`src/rtl/conv_frame_ctrl.sv`:
```
// Frame sequencer between a streaming pixel source and a sliding-window buffer.
// Streams one frame of pixels, flushes with pad pixels, and tags centred windows.
module conv_frame_ctrl #(
   parameter int dataWidth    = 8,
   parameter int imageWidth   = 512,
   parameter int imageHeight  = 512,
   parameter int kernelWidth  = 3,
   parameter int kernelHeight = 3,
   parameter int padValue     = 0
) (
   input  logic                           i_clk,
   input  logic                           i_reset_n,
   input  logic                           i_start,
   input  logic                           i_abort,
   input  logic [dataWidth-1:0]           i_s_data,
   input  logic                           i_s_valid,
   output logic                           o_s_ready,
   output logic [dataWidth-1:0]           o_buf_pixel_data,
   output logic                           o_buf_pixel_valid,
   output logic                           o_win_valid,
   output logic [$clog2(imageHeight)-1:0] o_win_row,
   output logic [$clog2(imageWidth)-1:0]  o_win_col,
   output logic                           o_win_border,
   output logic                           o_busy,
   output logic                           o_frame_done
);

   localparam int HW    = (kernelWidth - 1) / 2;
   localparam int HH    = (kernelHeight - 1) / 2;
   localparam int PAD   = HH * imageWidth + HW;
   localparam int NPIX  = imageWidth * imageHeight;
   localparam int IN_W  = $clog2(NPIX + 1);
   localparam int PC_W  = $clog2(NPIX + PAD + 1);
   localparam int FL_W  = (PAD > 1) ? $clog2(PAD) : 1;
   localparam int ROW_W = $clog2(imageHeight);
   localparam int COL_W = $clog2(imageWidth);

   typedef enum logic [1:0] {
      S_IDLE,
      S_STREAM,
      S_FLUSH,
      S_DONE
   } state_t;

   state_t               state, state_n;
   logic [IN_W-1:0]      in_cnt;
   logic [PC_W-1:0]      push_cnt;
   logic [FL_W-1:0]      flush_cnt;
   logic [ROW_W-1:0]     nxt_row;
   logic [COL_W-1:0]     nxt_col;
   logic                 nxt_border;
   logic                 win_pend;
   logic                 accept;
   logic                 abort_eff;
   logic                 push;
   logic                 past_pad;
   logic                 win_load;
   logic                 done_n;
   logic [dataWidth-1:0] push_data;

   assign o_s_ready = (state == S_STREAM);
   assign o_busy    = (state != S_IDLE);
   assign accept    = i_s_valid & o_s_ready;
   assign abort_eff = i_abort & (state != S_IDLE);
   // int casts keep the comparisons signed so zero-sized margins stay lint-quiet
   assign past_pad  = (int'(push_cnt) >= PAD);
   assign win_load  = o_buf_pixel_valid & win_pend & ~abort_eff;

   assign nxt_border = (int'(nxt_row) < HH) || (int'(nxt_row) >= imageHeight - HH) ||
                       (int'(nxt_col) < HW) || (int'(nxt_col) >= imageWidth - HW);

   always_ff @(posedge i_clk or negedge i_reset_n) begin
      if (!i_reset_n) begin
         state <= S_IDLE;
      end else begin
         state <= state_n;
      end
   end

   always_comb begin
      state_n   = state;
      push      = 1'b0;
      push_data = i_s_data;
      done_n    = 1'b0;
      case (state)
         S_IDLE: begin
            if (i_start && !i_abort) state_n = S_STREAM;
         end
         S_STREAM: begin
            if (i_abort) begin
               state_n = S_IDLE;
            end else if (accept) begin
               push = 1'b1;
               if (in_cnt == IN_W'(NPIX - 1)) state_n = (PAD > 0) ? S_FLUSH : S_DONE;
            end
         end
         S_FLUSH: begin
            if (i_abort) begin
               state_n = S_IDLE;
            end else begin
               push      = 1'b1;
               push_data = dataWidth'(padValue);
               if (flush_cnt == FL_W'(PAD - 1)) state_n = S_DONE;
            end
         end
         S_DONE: begin
            state_n = S_IDLE;
            done_n  = ~i_abort;
         end
         default: state_n = S_IDLE;
      endcase
   end

   // Frame counters; idle or abort holds them cleared so a start begins at zero.
   always_ff @(posedge i_clk or negedge i_reset_n) begin
      if (!i_reset_n) begin
         in_cnt    <= '0;
         push_cnt  <= '0;
         flush_cnt <= '0;
         nxt_row   <= '0;
         nxt_col   <= '0;
      end else if (abort_eff || state == S_IDLE) begin
         in_cnt    <= '0;
         push_cnt  <= '0;
         flush_cnt <= '0;
         nxt_row   <= '0;
         nxt_col   <= '0;
      end else begin
         if (accept) in_cnt <= in_cnt + IN_W'(1);
         if (push) push_cnt <= push_cnt + PC_W'(1);
         if (state == S_FLUSH) flush_cnt <= flush_cnt + FL_W'(1);
         if (win_load) begin
            if (nxt_col == COL_W'(imageWidth - 1)) begin
               nxt_col <= '0;
               nxt_row <= (nxt_row == ROW_W'(imageHeight - 1)) ? '0 : nxt_row + ROW_W'(1);
            end else begin
               nxt_col <= nxt_col + COL_W'(1);
            end
         end
      end
   end

   // Window strobe trails the push by one cycle to match the buffer's register stage.
   always_ff @(posedge i_clk or negedge i_reset_n) begin
      if (!i_reset_n) begin
         o_buf_pixel_data  <= '0;
         o_buf_pixel_valid <= 1'b0;
         win_pend          <= 1'b0;
         o_win_valid       <= 1'b0;
         o_win_row         <= '0;
         o_win_col         <= '0;
         o_win_border      <= 1'b0;
         o_frame_done      <= 1'b0;
      end else begin
         o_buf_pixel_valid <= push;
         if (push) o_buf_pixel_data <= push_data;
         win_pend     <= push & past_pad;
         o_win_valid  <= win_load;
         if (win_load) begin
            o_win_row    <= nxt_row;
            o_win_col    <= nxt_col;
            o_win_border <= nxt_border;
         end
         o_frame_done <= done_n;
      end
   end

endmodule

```
`config.mk`:
```
export PLATFORM = sky130hd
export DESIGN_NAME = conv_frame_ctrl
export DESIGN_NICKNAME = d
export VERILOG_FILES = /design/src/rtl/conv_frame_ctrl.sv
export SDC_FILE = /design/constraint.sdc
export NUM_CORES = 1
export LEC_CHECK = 0
export BUFFER_PORTS_ARGS = -buffer_cell sky130_fd_sc_hd__buf_2
export CAP_MARGIN = 20
export CORE_MARGIN = 3
export CORE_UTILIZATION = 55
export DETAILED_ROUTE_END_ITERATION = 10
export PLACE_DENSITY = 0.75
export SLEW_MARGIN = 25
export SYNTH_ARGS = -nofsm -noshare
export SYNTH_HDL_FRONTEND = slang
export SYNTH_SLANG_ARGS = --single-unit
```
`constraint.sdc`:
```
create_clock -name i_clk -period 5.55 [get_ports i_clk]
set_clock_uncertainty 0.05 [all_clocks]
set_input_delay 0.8325 -clock i_clk [delete_from_list [all_inputs] [get_ports i_clk]]
set_output_delay 0.8325 -clock i_clk [all_outputs]
set_load 0.02 [all_outputs]
```
; After elaboration in Yosys (flattened, before gate mapping)
; Index checks and enable logic that the tools add are counted.
[classes]
add_sub_neg = 5
n_lt_le_gt_ge = 5
n_eq_ne = 11
mux = 27
bitwise_logic = 7
n_reduce_logical = 15
[op_table]
columns = op, n
row1 = 19-bit 2-to-1 mux, 4
row2 = 9-bit 2-to-1 mux, 7
row3 = 19-bit by 1-bit adder with 19-bit output (second input constant), 2
row4 = 10-bit 2-to-1 mux, 2
row5 = 19-bit by 18-bit == test with 1-bit output (second input constant), 1
row6 = 19-bit by 10-bit >= comparator with 1-bit output (second input constant), 1
row7 = 9-bit by 1-bit adder with 9-bit output (second input constant), 2
row8 = 9-bit == test (second input constant), 2
row9 = 9-bit >= comparator (second input constant), 2
row10 = 9-bit by 1-bit less-than comparator with 1-bit output (second input constant), 2
row11 = 8-bit 2-to-1 mux, 2
row12 = 2-bit 2-to-1 mux, 6
row13 = 2-bit nonzero test, 6
row14 = 10-bit by 1-bit adder with 10-bit output (second input constant), 1
row15 = 10-bit == test (second input constant), 1
row16 = 2-bit case mux with 4 select lines, 1
row17 = 3-bit by 2-bit inequality test with 1-bit output (second input constant), 2
row18 = 1-bit AND, 5
row19 = 2-bit == test (second input constant), 2
row20 = 1-bit logical OR, 4
row21 = 1-bit 2-to-1 mux, 4
row22 = 4-bit AND reduction, 1
row23 = 3-bit inequality test (second input constant), 1
row24 = 2-bit by 1-bit == test with 1-bit output (second input constant), 1
row25 = other kinds (7), 8
[word_totals]
regBits = 99
inputBits = 13
out_inout_bits = 32
wordCells = 84

; Depth between registers and ports, before layout
[depth]
ltp_word = 7
mapped_depth = 10
depth_no_buf = 9

; Least setup slack after synthesis
; No wires, ideal clock.
[synth_path]
path_kind = register -> register
from = reg nxt_row[0]
to = reg nxt_row[6]
setup_ps = 110
t_arrival_ps = 1894
required_ps = 5390
slack_ps = 3495
path_stages_with_launch = 9
path_buffers = 1
period_less_slack_ps = 2055
path_cell_list = dfrtp_1 -> ha_1 -> nand2_1 -> nor2_1 -> ha_1 -> or3_1 -> clkbuf_1 -> nand2b_1 -> o41ai_1
[synth_via]
elab_chain_len = 5
elab_cells_between_ends = 6
cone_classes = 1 x add/sub / 1 x eq/ne / 4 x mux
[synth_lines]
columns = element, line_no
row1 = from (decl), 49  ; logic [ROW_W-1:0] nxt_row;
row2 = from (signal assigned), 135  ; nxt_row <= (nxt_row == ROW_W'(imageHeight - 1)) ? '0 : nxt_row + ROW_W'(1);
row3 = 9-bit by 1-bit adder with 9-bit output or 9-bit == test (tied branches), 135
row4 = 9-bit 2-to-1 mux (*), 135
row5 = 9-bit 2-to-1 mux (*), 133  ; if (nxt_col == COL_W'(imageWidth - 1)) begin
row6 = 9-bit 2-to-1 mux (*), 132  ; if (win_load) begin
row7 = 9-bit 2-to-1 mux (*), 122  ; end else if (abort_eff || state == S_IDLE) begin
; Every way passes the cells marked *; elsewhere a longest branch is shown, timed or not. The select of a mux whose other input is x is not followed.
; A chain may end at the register's enable or synchronous reset.

; Worst setup path in the final report
[layout_path]
from = reg nxt_col[0]
to = reg nxt_row[7]
[layout_via]
elab_chain_len = 3
[layout_lines]
columns = element, line_no
row1 = from (decl), 50  ; logic [COL_W-1:0] nxt_col;
row2 = from (signal assigned), 137  ; nxt_col <= nxt_col + COL_W'(1);
row3 = 9-bit == test, 133
row4 = 2-bit nonzero test (no source line), n/a
row5 = 2-bit AND reduction (no source line), n/a
; Every way passes these cells.

==> out/results.txt <==
CTS max path bufs - 2
reg2reg end - nxt_row[7]
core area - 8299 sq um
hpwl dp - 6.145 mm
total power - 1.661 mW
Synth area leaders - dfrtp_1, xor2_1, nor2_1, mux2_2, nand2_1
combinational share of power - 21.4%
row count - 33
clock latency on the worst-skew pair - 0.36 ns
CP Launch Type - flop
Setup Crit Path Kind - flop to flop
cts hold-fix bufs - 0
synth warn - 0
Max-cap violations - 0
Lkg Pwr - 2.485 nW
GPL Wtd Cong - 0.8333
Antenna Cells - 0
DIE AREA - 9823 sq um
CP Data Arrival Time - 2.71 ns
hold slack - 0.3304 ns
sw frac - 32.22%
WL/cell - 14.53 microns
clock share of power - 31.3%
Critical R2R Launch - nxt_col[0]
H-tree depth - 3
Final Critical Period - 2.463 ns
DRC errors left - 0
most frequent cells in the layout - dfrtp_1, nor2_1, nand2_1, buf_2, xor2_1
Syn Nets - 500
Placed Cells incl. Taps - 608
status - finished clean
Crit path required time - 5.79 ns
R2R setup slack - 3.09 ns
die height - 99.11 microns
vias in the first global route - 3376
Post-Syn Instances - 474
Yosys cell types - 43
EDFF count, synth - 0
RSZ-0062 raised after global routing - no
iteration-0 DRC count of the detailed router - 120
Synth Register Bits - 99
sinks on the clock net - 99
Port Buffers - 44
most common cell after layout, fill and taps aside - dfrtp_1
Hold Vio Cnt, Final - 0
FF-to-FF path depth - 8
Detail Route Antenna Nets - 0
Post-Route WL - 9.069 mm
largest net degree at the start of global routing - 69
CTS buffer count - 9
synthesized area - 4768 sq um
post-cts resize count - 0
ys async rst share - 100.0%
Layout area overhead - 11.02%
Pint - 1.126 mW
Slew @ Worst Pin - 0.8420 ns
DRT Pass-1 Iters - 4
Total GRT Usage - 19.55%
sequential cell area fraction in the yosys report - 51.95%
top cell type by total area after synthesis - dfrtp_1
slew margin rel. - 43.87%
Final Slew Violations - 0
TritonCTS clock tree - built
Sum Neg Setup Slack - 0 ns
Avg Cell Area, Syn - 10.06 sq um
CTS root buf - clkbuf_8
top-level I/O count - 45
post-route clock period utilization - 44.37%
Peak VDD IR - 142.6 uV
Die X - 99.11 microns
# Post-CTS Setup Buffers - 0
CP endpoint kind - flop
Initial Util - 57.46%
first-pass GRT wire length - 15.69 mm
CP max FO - 9
top-area cell type share of the netlist area - 51.95%
Vias - 3556
fin util - 63.79%
Peak Freq - 0.4061 GHz
Net Sw Power - 0.5352 mW
Non-Filler Instances - 624
Reg power frac - 47.3%
Final Setup Violations - 0
post-layout net count - 540
GRT overflow - 0
layout cells sized above 1 - 17.92%
Primary FF master, synth - dfrtp_1
initial antenna violation count - 0
Worst-path clk slew - 0.10 ns
hold crit path type - input port to asynchronous set/reset pin
PwrDens - 313.8 nW/um^2
vias per cell - 5.699
routing by layer:
layer,track usage (%),up-vias,part of all wire (%)
li1,-,1734,-
met1,26.41,1737,46
met2,31.71,76,49
met3,4.348,9,4.1
met4,6.092,0,1.2
met5,0,-,0
flip-flops by register name, summed over array words and instances, names as in the netlist, 2 cells and up:
| signal | count |
|---|---|
| o_win_col | 9 |
| o_buf_pixel_data | 8 |
| in_cnt | 19 |
| push_cnt | 19 |
| o_win_row | 9 |
| nxt_col | 9 |
| flush_cnt | 10 |
| state | 2 |
| nxt_row | 9 |
synthesized netlist by cell type (3+ instances only):
master,number
nand2_1,49
inv_1,10
and3_1,7
dfrtp_1,99
nor4_1,4
nor2b_1,3
nand3_1,27
xnor2_1,11
or3_1,5
o21ai_0,19
nor2_1,68
mux2_2,18
or4_1,4
ha_1,13
a31oi_1,7
nor4_2,3
clkbuf_1,8
nand2b_1,3
mux2i_1,3
and2_1,3
a21oi_1,18
xor2_1,32
nor3_1,12
buf_2,6
nand4_1,19
per-stage QoR:
stage | instance area (sq um) | worst slack, ns
6_report | 5294 | 3.087
5_1_grt | 5294 | 2.874
4_1_cts | 5289 | 3.101
3_5_place_dp | 5064 | 3.037
3_3_place_gp | 5056 | 3.049
2_1_floorplan | 4768 | 3.495
layout make-up:
cell class | count | area (sq um)
clock buffers | 10 | 137.6
multi-input cells | 348 | 2188
repair buffers | 45 | 230.2
inverters | 11 | 41.29
clock inverters | 6 | 87.58
fillers | 712 | 3005
flip-flops and latches | 99 | 2477
well taps | 105 | 131.4
cell families after synthesis:
group	share of synthesized area [%]
AND/OR/NAND/NOR	23.12
flip-flops	51.95
AO/OA/AOI/OAI	6.245
XOR/XNOR	7.898
buffers and inverters	2.493
multiplexers	4.881
adder cells (fa/ha/maj)	3.411
worst max-delay path by stage:
stage,from,end,cells past startpoint
6_report,nxt_col[0],nxt_row[7],8
5_1_grt,nxt_col[0],nxt_row[7],8
4_1_cts,state[0],o_busy,4
3_5_place_dp,i_abort,push_cnt[16],6
3_3_place_gp,i_abort,o_win_row[7],3
2_1_floorplan,nxt_row[0],nxt_row[6],8
critical path: stages (launching register included):
cell     delay (ns)
dfrtp_1        0.44
ha_1           0.27
and3_1         0.18
ha_1           0.33
nand3_1        0.29
and2_1         0.32
nor2_1         0.23
nand4_1        0.12
o21ai_0        0.15
power groups by stage:
stage	Sequential (mW)	Combinational, mW	Clock, mW
6_report	0.787	0.355	0.519
3_5_place_dp	0.801	0.356	0
5_1_grt	0.793	0.398	0.562
3_3_place_gp	0.800	0.347	0
2_1_floorplan	0.833	0.217	0
4_1_cts	0.787	0.356	0.531
(Power assumes the default switching activity.)
